## src/rtl/ram4x4_controller.sv

```systemverilog
// Request/response initiator for an array of binary RAM cells: turns one
// valid/ready request into a one-cycle word access and a held response.
module ram4x4_controller #(
    parameter int ADDR_W = 2,
    parameter int DATA_W = 4,
    parameter int WORDS  = 4
) (
    input  logic              clk,
    input  logic              rst,
    input  logic              req_valid,
    output logic              req_ready,
    input  logic              req_we,
    input  logic [ADDR_W-1:0] req_addr,
    input  logic [DATA_W-1:0] req_wdata,
    output logic              rsp_valid,
    input  logic              rsp_ready,
    output logic [DATA_W-1:0] rsp_rdata,
    output logic              rsp_err,
    output logic [WORDS-1:0]  ram_select,
    output logic              ram_rdwr,
    output logic [DATA_W-1:0] ram_in,
    input  logic [DATA_W-1:0] ram_out
);

    typedef enum logic [1:0] {
        IDLE  = 2'd0,
        WRITE = 2'd1,
        READ  = 2'd2,
        RESP  = 2'd3
    } state_t;

    localparam logic [ADDR_W:0] WORDS_LIM = (ADDR_W + 1)'(WORDS);

    state_t              state_q, state_d;
    logic                req_ready_q, req_ready_d;
    logic                rsp_valid_q, rsp_valid_d;
    logic [DATA_W-1:0]   rsp_rdata_q, rsp_rdata_d;
    logic                rsp_err_q, rsp_err_d;
    logic [WORDS-1:0]    ram_select_q, ram_select_d;
    logic                ram_rdwr_q, ram_rdwr_d;
    logic [DATA_W-1:0]   ram_in_q, ram_in_d;

    logic [WORDS-1:0]    req_onehot;
    logic                addr_oob;

    // Word decode of the incoming address; only used when the address is in range.
    generate
        for (genvar gi = 0; gi < WORDS; gi++) begin : g_decode
            assign req_onehot[gi] = (req_addr == ADDR_W'(gi));
        end
    endgenerate

    assign addr_oob = ({1'b0, req_addr} >= WORDS_LIM);

    // Outputs are computed for the state being entered, so every port is a flop.
    always_comb begin
        state_d      = state_q;
        req_ready_d  = 1'b0;
        rsp_valid_d  = 1'b0;
        rsp_rdata_d  = rsp_rdata_q;
        rsp_err_d    = rsp_err_q;
        ram_select_d = '0;
        ram_rdwr_d   = 1'b1;
        ram_in_d     = '0;

        case (state_q)
            IDLE: begin
                req_ready_d = 1'b1;
                rsp_rdata_d = '0;
                rsp_err_d   = 1'b0;
                if (req_valid) begin
                    req_ready_d = 1'b0;
                    if (addr_oob) begin
                        state_d     = RESP;
                        rsp_valid_d = 1'b1;
                        rsp_err_d   = 1'b1;
                    end else if (req_we) begin
                        state_d      = WRITE;
                        ram_select_d = req_onehot;
                        ram_rdwr_d   = 1'b0;
                        ram_in_d     = req_wdata;
                    end else begin
                        state_d      = READ;
                        ram_select_d = req_onehot;
                    end
                end
            end

            WRITE: begin
                state_d     = RESP;
                rsp_valid_d = 1'b1;
                rsp_rdata_d = '0;
                rsp_err_d   = 1'b0;
            end

            READ: begin
                // Cell outputs are valid while select is held with rdwr = 1.
                state_d     = RESP;
                rsp_valid_d = 1'b1;
                rsp_rdata_d = ram_out;
                rsp_err_d   = 1'b0;
            end

            RESP: begin
                rsp_valid_d = 1'b1;
                if (rsp_ready) begin
                    state_d     = IDLE;
                    rsp_valid_d = 1'b0;
                    req_ready_d = 1'b1;
                    rsp_rdata_d = '0;
                    rsp_err_d   = 1'b0;
                end
            end

            default: begin
                state_d     = IDLE;
                req_ready_d = 1'b1;
                rsp_rdata_d = '0;
                rsp_err_d   = 1'b0;
            end
        endcase
    end

    always_ff @(posedge clk) begin
        if (rst) begin
            state_q      <= IDLE;
            req_ready_q  <= 1'b1;
            rsp_valid_q  <= 1'b0;
            rsp_rdata_q  <= '0;
            rsp_err_q    <= 1'b0;
            ram_select_q <= '0;
            ram_rdwr_q   <= 1'b1;
            ram_in_q     <= '0;
        end else begin
            state_q      <= state_d;
            req_ready_q  <= req_ready_d;
            rsp_valid_q  <= rsp_valid_d;
            rsp_rdata_q  <= rsp_rdata_d;
            rsp_err_q    <= rsp_err_d;
            ram_select_q <= ram_select_d;
            ram_rdwr_q   <= ram_rdwr_d;
            ram_in_q     <= ram_in_d;
        end
    end

    assign req_ready  = req_ready_q;
    assign rsp_valid  = rsp_valid_q;
    assign rsp_rdata  = rsp_rdata_q;
    assign rsp_err    = rsp_err_q;
    assign ram_select = ram_select_q;
    assign ram_rdwr   = ram_rdwr_q;
    assign ram_in     = ram_in_q;

endmodule

```

## config.mk

```make
export PLATFORM = sky130hd
export DESIGN_NAME = ram4x4_controller
export DESIGN_NICKNAME = d
export VERILOG_FILES = /design/src/rtl/ram4x4_controller.sv
export SDC_FILE = /design/constraint.sdc
export NUM_CORES = 1
export LEC_CHECK = 0
export CORE_MARGIN = 1.5
export CORE_UTILIZATION = 38
export CTS_CLUSTER_SIZE = 28
export DETAILED_ROUTE_END_ITERATION = 8
export GPL_TIMING_DRIVEN = 0
export HOLD_SLACK_MARGIN = 0.03
export PLACE_DENSITY = 0.77
export SYNTH_ARGS = -nofsm -noshare
export SYNTH_HDL_FRONTEND = slang
export SYNTH_SLANG_ARGS = --single-unit
```

## constraint.sdc

```tcl
create_clock -name clk -period 1.5 [get_ports clk]
set_input_delay 0.375 -clock clk [delete_from_list [all_inputs] [get_ports clk]]
set_output_delay 0.375 -clock clk [all_outputs]
set_load 0.01 [all_outputs]
```

==> impl_metrics.tcl, run 1 <==
set metrics [dict create \
    power.leakage_nw 0.467 \
    synth_fp_nets 85 \
    path_cells "inv_1 -> ha_1 -> and3b_1 -> buf_6 -> and3_1" \
    syn_inst 66 \
    path_buf_inv 2 \
    die-area_um2 1990 \
    drive_above_1_share_pct 9.18 \
    synth_most_common_cell "dfxtp_1" \
    drt_iter0_drc 18 \
    place_hpwl_um 1010 \
    synth_top_area_share_pct 51.8 \
    clkLatencyLatePin_ps 280 \
    cp-end-kind "register" \
    crit_family "flip-flops" \
    violations "DRC" \
    route.vias.total 561 \
    die_w_um 44.6 \
    post_cts_buffers 0 \
    critPathMaxStageDelay_ps 380 \
    min_period_over_period_pct 85.5 \
    arrival_ps 1470 \
    synth_seq_cells 17 \
    critPathLaunchType "register" \
    grt_max_degree 11 \
    syn_to_final_growth_pct 47.0 \
    hold_violations 0 \
    wl_per_cell_um 11.5 \
    synth-main-ff-cell "dfxtp_1" \
    drtPass1Iterations 6 \
    synth_commonest_cells "dfxtp_1 (17), nand2_1 (8), a21oi_1 (7), and3_1 (5)" \
    finalSetupViolCount 0 \
    rows 14 \
    period_needed_ps 1280 \
    track_usage_pct 14.8 \
    syn_area_um2 657 \
    vias_per_cell 4.92 \
    gr-total-overflow 0 \
    cts_root_buffer "clkbuf_4" \
    power.net_switching_uw 421 \
    required_ps 1690 \
    clkSlewWorstSetupHoldPaths_ps 100 \
    initial_core_util_pct 42.1 \
    status "finished with violations" \
    skew_ps 1.63 \
    drv_cap 0 \
    combPwrFrac_pct 37.2 \
    route.detailed.drc 2 \
    die_h_um 44.6 \
    p_seq_share_pct 43.9 \
    fillCellCount 148 \
    p_int_uw 858 \
    ir_worst_vdd_mv 0.768 \
    synthDistinctLibCells 23 \
    fin_ws_ps 217 \
    rsz0062_at_grt "no" \
    p_per_area_nw_per_um2 1320 \
    grt_first_pass_wirelength_um 2100 \
    synth_edf_count 0 \
    seqCellArea_um2 340 \
    yosys-top-cells-area "dfxtp_1 (52%), ha_1 (7.6%), a21oi_1 (5.3%)" \
    power_frac_clock_pct 18.9 \
    place.gp.congestion 0.827 \
    synth_top_area_cell "dfxtp_1" \
    wirelength_um 1310 \
    multi_input_area_um2 279 \
    antenna_found_initial 0 \
    finalMaxSlewViolations 0 \
    io_pins 31 \
    cts_buffers 3 \
    grt_pass1_vias 504 \
    htreeDepth 1 \
    crit_type "register to register" \
    final_nets 118 \
    hold_path_class "input pin to register" \
    async_reset_ff_share_pct 0 \
    port_buffers 28 \
    syn_area_per_cell_um2 9.95 \
    cts.sinks 17 \
    max_freq_mhz 780 \
    core-area_um2 1560 \
    yosysSeqAreaShare_pct 51.8 \
    power_mw 1.28 \
    worstPathMaxFanout 9 \
    swShare_pct 32.9 \
    yosysWarnings 0 \
    final_antenna_net_count 0 \
    clock_path_buffers 2 \
    diodes 0 \
    cts_tree "yes" \
    slowest_stage "dfxtp_1" \
    pre_cts_slack_ps -0.117 \
]
==> worst paths after layout <==
check | cells after the start | slack, ps | from | end
worst max-delay path | 5 | 220 | state_q[0] | ram_in[2]
worst min-delay path | 2 | 270 | rst | rsp_rdata[3]
worst max register to register | 5 | 220 | state_q[0] | ram_in[2]
worst min register to register | 2 | 450 | rsp_rdata[3] | rsp_rdata[3]
==> cell usage in the layout, fill, tap and decap left out <==
| cell | synthesis | final |
|---|---|---|
| a21oi_1 | 7 | 7 |
| a311oi_1 | 1 | 1 |
| and2b_1 | 1 | 1 |
| and3_1 | 5 | 5 |
| and3b_1 | 1 | 1 |
| buf_4 | 1 | 1 |
| buf_6 | 2 | 2 |
| clkbuf_4 | 0 | 3 |
| clkdlybuf4s50_1 | 0 | 13 |
| clkinv_2 | 0 | 1 |
| conb_1 | 1 | 1 |
| dfxtp_1 | 17 | 17 |
| dlygate4sd2_1 | 0 | 15 |
| ha_1 | 4 | 4 |
| inv_1 | 2 | 2 |
| mux2i_1 | 1 | 1 |
| nand2_1 | 8 | 8 |
| nand2b_1 | 1 | 1 |
| nand3_1 | 4 | 4 |
| nor2_1 | 3 | 3 |
| nor2b_1 | 1 | 1 |
| nor3_1 | 1 | 1 |
| nor3b_2 | 1 | 1 |
| o2111ai_1 | 1 | 1 |
| o21ai_0 | 1 | 1 |
| o21bai_1 | 1 | 1 |
| or2b_4 | 1 | 1 |
==> worst reg2reg max path, delay by kind of cell (launching register included) <==
family / cells / cell delay [ps]
flip-flops: 1 / 380
AND/OR/NAND/NOR: 2 / 350
buffers and inverters: 2 / 230
adder cells (fa/ha/maj): 1 / 230
==> per-layer routing <==
metal  part of all wire, %  track usage (%)
met3                   6.2             3.67
met1                    43             17.0
met5                     0                0
met4                   1.8             9.09
met2                    49             24.3
==> power groups by stage <==
| stage | Combinational, mW | Clock, mW | Sequential, mW |
|---|---|---|---|
| after global routing | 0.537 | 0.265 | 0.572 |
| final | 0.476 | 0.242 | 0.561 |
| after floorplan | 0.293 | 0 | 0.592 |
| after global placement | 0.493 | 0 | 0.570 |
| after detailed placement | 0.508 | 0 | 0.575 |
| after CTS | 0.481 | 0.244 | 0.562 |
==> what timing repair did <==
| action | 4_1_cts | 5_1_grt |
|---|---|---|
| gates resized for setup | 15 | 0 |
| hold buffers | 0 | 0 |
| endpoints found under the setup margin | 15 | 0 |
==> logic make-up after synthesis <==
group,after synthesis,share of synthesized area [%]
AO/OA/AOI/OAI,11,9.90
adder cells (fa/ha/maj),4,7.62
buffers and inverters,5,5.71
flip-flops,17,51.8
multiplexers,1,1.52
other,1,0.571
AND/OR/NAND/NOR,27,22.9
==> sequential cells by signal, summed over array words and instances (netlist names) <==
name and cells:
ram_in 4, ram_rdwr 1, ram_select 4, req_ready 1, rsp_rdata 4, rsp_valid 1
state_q 2
==> area by class of cell <==
type                    count  share of cell area (%)
plain buffers               3                    3.11
clock buffers               3                    2.33
clock inverters             1                   0.518
inverters                   2                   0.777
multi-input cells          44                    28.9
flip-flops and latches     17                    35.2
well taps                  16                    2.07
repair buffers             28                    27.1
==> through the flow <==
stage / utilization (%) / hold slack (ps) / area [um^2] / std cells / setup TNS (ps)
detailed placement: 61.4 / 441 / 957 / 110 / -0.117
finish: 62.0 / 271 / 966 / 114 / 0
CTS: 62.0 / 273 / 966 / 114 / 0
global route: 62.0 / 264 / 966 / 114 / 0
global placement: 61.4 / 439 / 957 / 110 / -4.94
floorplan: - / 437 / 657 / 66 / 0
Note: power is estimated with default switching activity, not from simulation.
==> run 2, diff against run 1 <==
- CAP_MARGIN: default -> 20
- RECOVER_POWER: default -> 50
==> impl_metrics.tcl, run 2 (synthesis gave the netlist of run 1 again) <==
set metrics [dict create \
    grt_max_degree 11 \
    port_buffers 28 \
    final_common_cell "dfxtp_1" \
    seqCellArea_um2 340 \
    drv_cap 0 \
    cts_root_buffer "clkbuf_4" \
    power.leakage_nw 0.465 \
    final_cells 114 \
    htreeDepth 1 \
    grt_first_pass_wirelength_um 2100 \
    rows 14 \
    hold_path_class "input pin to register" \
    fillCellCount 148 \
    multi_input_area_um2 275 \
    io_pins 31 \
    fin_ws_ps 215 \
    clock_path_buffers 2 \
    core-area_um2 1560 \
    met3_wirelength_um 81 \
    clkSlewWorstSetupHoldPaths_ps 100 \
    final_cell_mix "dfxtp_1 (17), dlygate4sd2_1 (15), clkdlybuf4s50_1 (13)" \
    holdBufCountCts 0 \
    crit_type "register to register" \
    drt_iter0_drc 17 \
    worstPathMaxFanout 9 \
    drive_above_1_share_pct 8.16 \
    place.gp.congestion 0.827 \
    p_per_area_nw_per_um2 1330 \
    wl_per_cell_um 11.5 \
    die_w_um 44.6 \
    ir_worst_vdd_mv 0.774 \
    period_needed_ps 1290 \
    final_antenna_net_count 0 \
    pre_cts_slack_ps -0.117 \
    vias_per_cell 4.91 \
    max_freq_mhz 778 \
    placed_cell_area_um2 957 \
    syn_to_final_growth_pct 46.5 \
    final_core_util_pct 61.7 \
    critPathLaunchType "register" \
    skew_ps 2.05 \
    fin_setup_tns_ps 0 \
    violations "DRC" \
    cts_buffers 3 \
    drtPass1Iterations 6 \
    wl_met1_um 569 \
    status "finished with violations" \
    cts.sinks 17 \
    die_h_um 44.6 \
    fin_hold_ws_ps 267 \
    place_hpwl_um 1010 \
    route.met2.wl_um 637 \
    initial_core_util_pct 42.1 \
    grt_pass1_vias 504 \
    required_ps 1690 \
    gr-total-overflow 0 \
    diodes 0 \
    rr_worst_depth 5 \
    top_layer_used "met4" \
    antenna_found_initial 0 \
    min_period_over_period_pct 85.7 \
    die-area_um2 1990 \
    finalSetupViolCount 0 \
    arrival_ps 1480 \
    finalMaxSlewViolations 0 \
    power_mw 1.28 \
    route.detailed.drc 2 \
    final_cell_area_um2 962 \
    hold_violations 0 \
    hold_path_depth 2 \
    post-place-cells 110 \
    rsz0062_at_grt "no" \
    wirelength_um 1310 \
    cp-end-kind "register" \
    cts_tree "yes" \
    final_nets 118 \
    route.vias.total 560 \
    track_usage_pct 14.8 \
    clkLatencyLatePin_ps 290 \
]
==> run 2: final cells by class <==
cell class | count | area share (%)
Buffer | 3 | 3.12
Clock buffer | 3 | 2.34
Clock inverter | 1 | 0.520
Inverter | 2 | 0.780
Multi-Input combinational cell | 44 | 28.6
Sequential cell | 17 | 35.4
Tap cell | 16 | 2.08
Timing Repair Buffer | 28 | 27.2
==> run 2: worst paths after layout <==
path | to | slack (ps) | start
worst max-delay path | ram_in[2] | 210 | state_q[0]
worst min-delay path | state_q[1] | 270 | rst
worst max register to register | ram_in[2] | 210 | state_q[0]
worst min register to register | rsp_rdata[3] | 450 | rsp_rdata[3]
==> run 2: where the power goes <==
group,internal (mW),switching (mW)
logic,0.232,0.241
clock network,0.0991,0.147
registers,0.525,0.0363
==> run 2: repair_timing <==
| item | in CTS | in global routing |
|---|---|---|
| endpoints found under the setup margin | 15 | 0 |
| setup buffers | 0 | 0 |
| resized for setup | 15 | 0 |
==> run 2: layer usage <==
metal  GRT usage (%)  up-vias
met1            17.0      246
met3            3.67        2
li1                -      288
met5               0        -
met2            24.3       24
met4            9.09        0
==> run 2: worst max-delay path, stage by stage (launching register included) <==
cell	delay (ps)
dfxtp_1	380
inv_1	100
ha_1	230
and3b_1	180
buf_6	130
and3_1	170
==> run 3, diff against run 2 <==
- CORE_ASPECT_RATIO: default -> 0.9
- GPL_ROUTABILITY_DRIVEN: default -> 0
==> impl_metrics.tcl, run 3 (synthesis gave the netlist of run 1 again) <==
set metrics [dict create \
    wl_per_cell_um 11.2 \
    vias_per_cell 4.52 \
    final_core_util_pct 59.0 \
    final_cell_area_um2 971 \
    grt_max_degree 10 \
    die_w_um 46.8 \
    status "complete, no violations" \
    route.detailed.drc 0 \
    cts_tree "yes" \
    critPathLaunchType "register" \
    hold_path_class "input pin to register" \
    post_cts_buffers 0 \
    required_ps 1710 \
    track_usage_pct 17.6 \
    grt_pass1_vias 545 \
    drtPass1Iterations 4 \
    clkSlewWorstSetupHoldPaths_ps 90 \
    drive_above_1_share_pct 7.14 \
    placed_cell_area_um2 967 \
    diodes 0 \
    grt.busiest_layer "met2" \
    cts.sinks 17 \
    htreeDepth 1 \
    ir_worst_vdd_mv 0.556 \
    grt_first_pass_wirelength_um 2350 \
    clock_path_buffers 2 \
    hold_violations 0 \
    min_period_over_period_pct 85.2 \
    holdBufCountCts 0 \
    gr-total-overflow 0 \
    p_per_area_nw_per_um2 1310 \
    met3_usage_pct 7.76 \
    skew_ps 2.17 \
    rsz0062_at_grt "no" \
    route.vias.total 551 \
    core-area_um2 1650 \
    grtUsageMet1_pct 18.5 \
    syn_to_final_growth_pct 47.8 \
    final_cell_mix "dfxtp_1 (17), dlygate4sd2_1 (15), clkdlybuf4s50_1 (13)" \
    gr-usage-met2_pct 26.3 \
    cp-end-kind "register" \
    cts_buffers 3 \
    drv_cap 0 \
    port_buffers 28 \
    cts_root_buffer "clkbuf_4" \
    max_freq_mhz 782 \
    power.leakage_nw 0.462 \
    clkLatencyLatePin_ps 300 \
    final_antenna_net_count 0 \
    antenna_found_initial 0 \
    initial_core_util_pct 39.9 \
    rows 14 \
    die_h_um 42.4 \
    io_pins 31 \
    crit_type "register to register" \
    final_common_cell "dfxtp_1" \
    die-area_um2 1990 \
    finalMaxSlewViolations 0 \
    wirelength_um 1370 \
    power_mw 1.28 \
    final_nets 118 \
    drt_iter0_drc 3 \
    period_needed_ps 1280 \
    place_hpwl_um 1030 \
    finalSetupViolCount 0 \
    worstPathMaxFanout 7 \
    fillCellCount 156 \
    arrival_ps 1490 \
]
-- run 3: changes by cell type in the layout (fill, tap and decap cells not counted), sizes merged --
cell    before  now
clkbuf       3    4
clkinv       1    0
-- run 3: what timing repair did --
item,4_1_cts,5_1_grt
hold endpoints to repair,0,0
setup endpoints to repair,15,0
gates resized for setup,15,0
-- run 3: per-layer routing --
metal / wire, um / share of wire (%) / up-vias
met4: 57 / 4.2 / 0
met5: 0 / 0 / -
met1: 553 / 40 / 244
met2: 690 / 50 / 16
met3: 67 / 4.9 / 5
li1: - / - / 286
-- run 3: path summary, 6_finish.rpt --
kind | slack, ps | cells after the start | to | startpoint
setup / recovery | 220 | 4 | state_q[0] | state_q[0]
hold / removal | 260 | 2 | state_q[1] | rst
setup reg to reg | 220 | 4 | state_q[0] | state_q[0]
hold reg to reg | 450 | 2 | rsp_rdata[1] | rsp_rdata[1]
-- run 3: layout make-up --
class                      instances  area, um^2  area share (%)
tap                               24        30.0            3.09
clock buffer                       4        26.3            2.71
timing repair buffer              28         262            26.9
multi-input combinational         44         275            28.4
sequential                        17         340            35.1
buffer                             3        30.0            3.09
inverter                           2        7.51           0.773
-- run 3: worst max-delay path: stages, from the launching register on --
cell and delay (ps):
dfxtp_1 340, ha_1 220, or2b_1 290, a21oi_1 100
a311oi_1 240
-- run 3: through the flow --
stage / TNS, ps / instances / setup slack [ps] / hold slack, ps
after CTS: 0 / 122 / 219 / 262
after global placement: -0.506 / 118 / -0.506 / 437
after detailed placement: -6.41 / 118 / -6.41 / 442
after floorplan: 0 / 66 / 340 / 437
after global routing: 0 / 122 / 113 / 266
final: 0 / 122 / 221 / 260
-- run 3: power by group --
group / internal [mW] / total (mW) / switching [mW]
combinational: 0.232 / 0.471 / 0.239
sequential: 0.524 / 0.558 / 0.0334
clock: 0.104 / 0.247 / 0.143
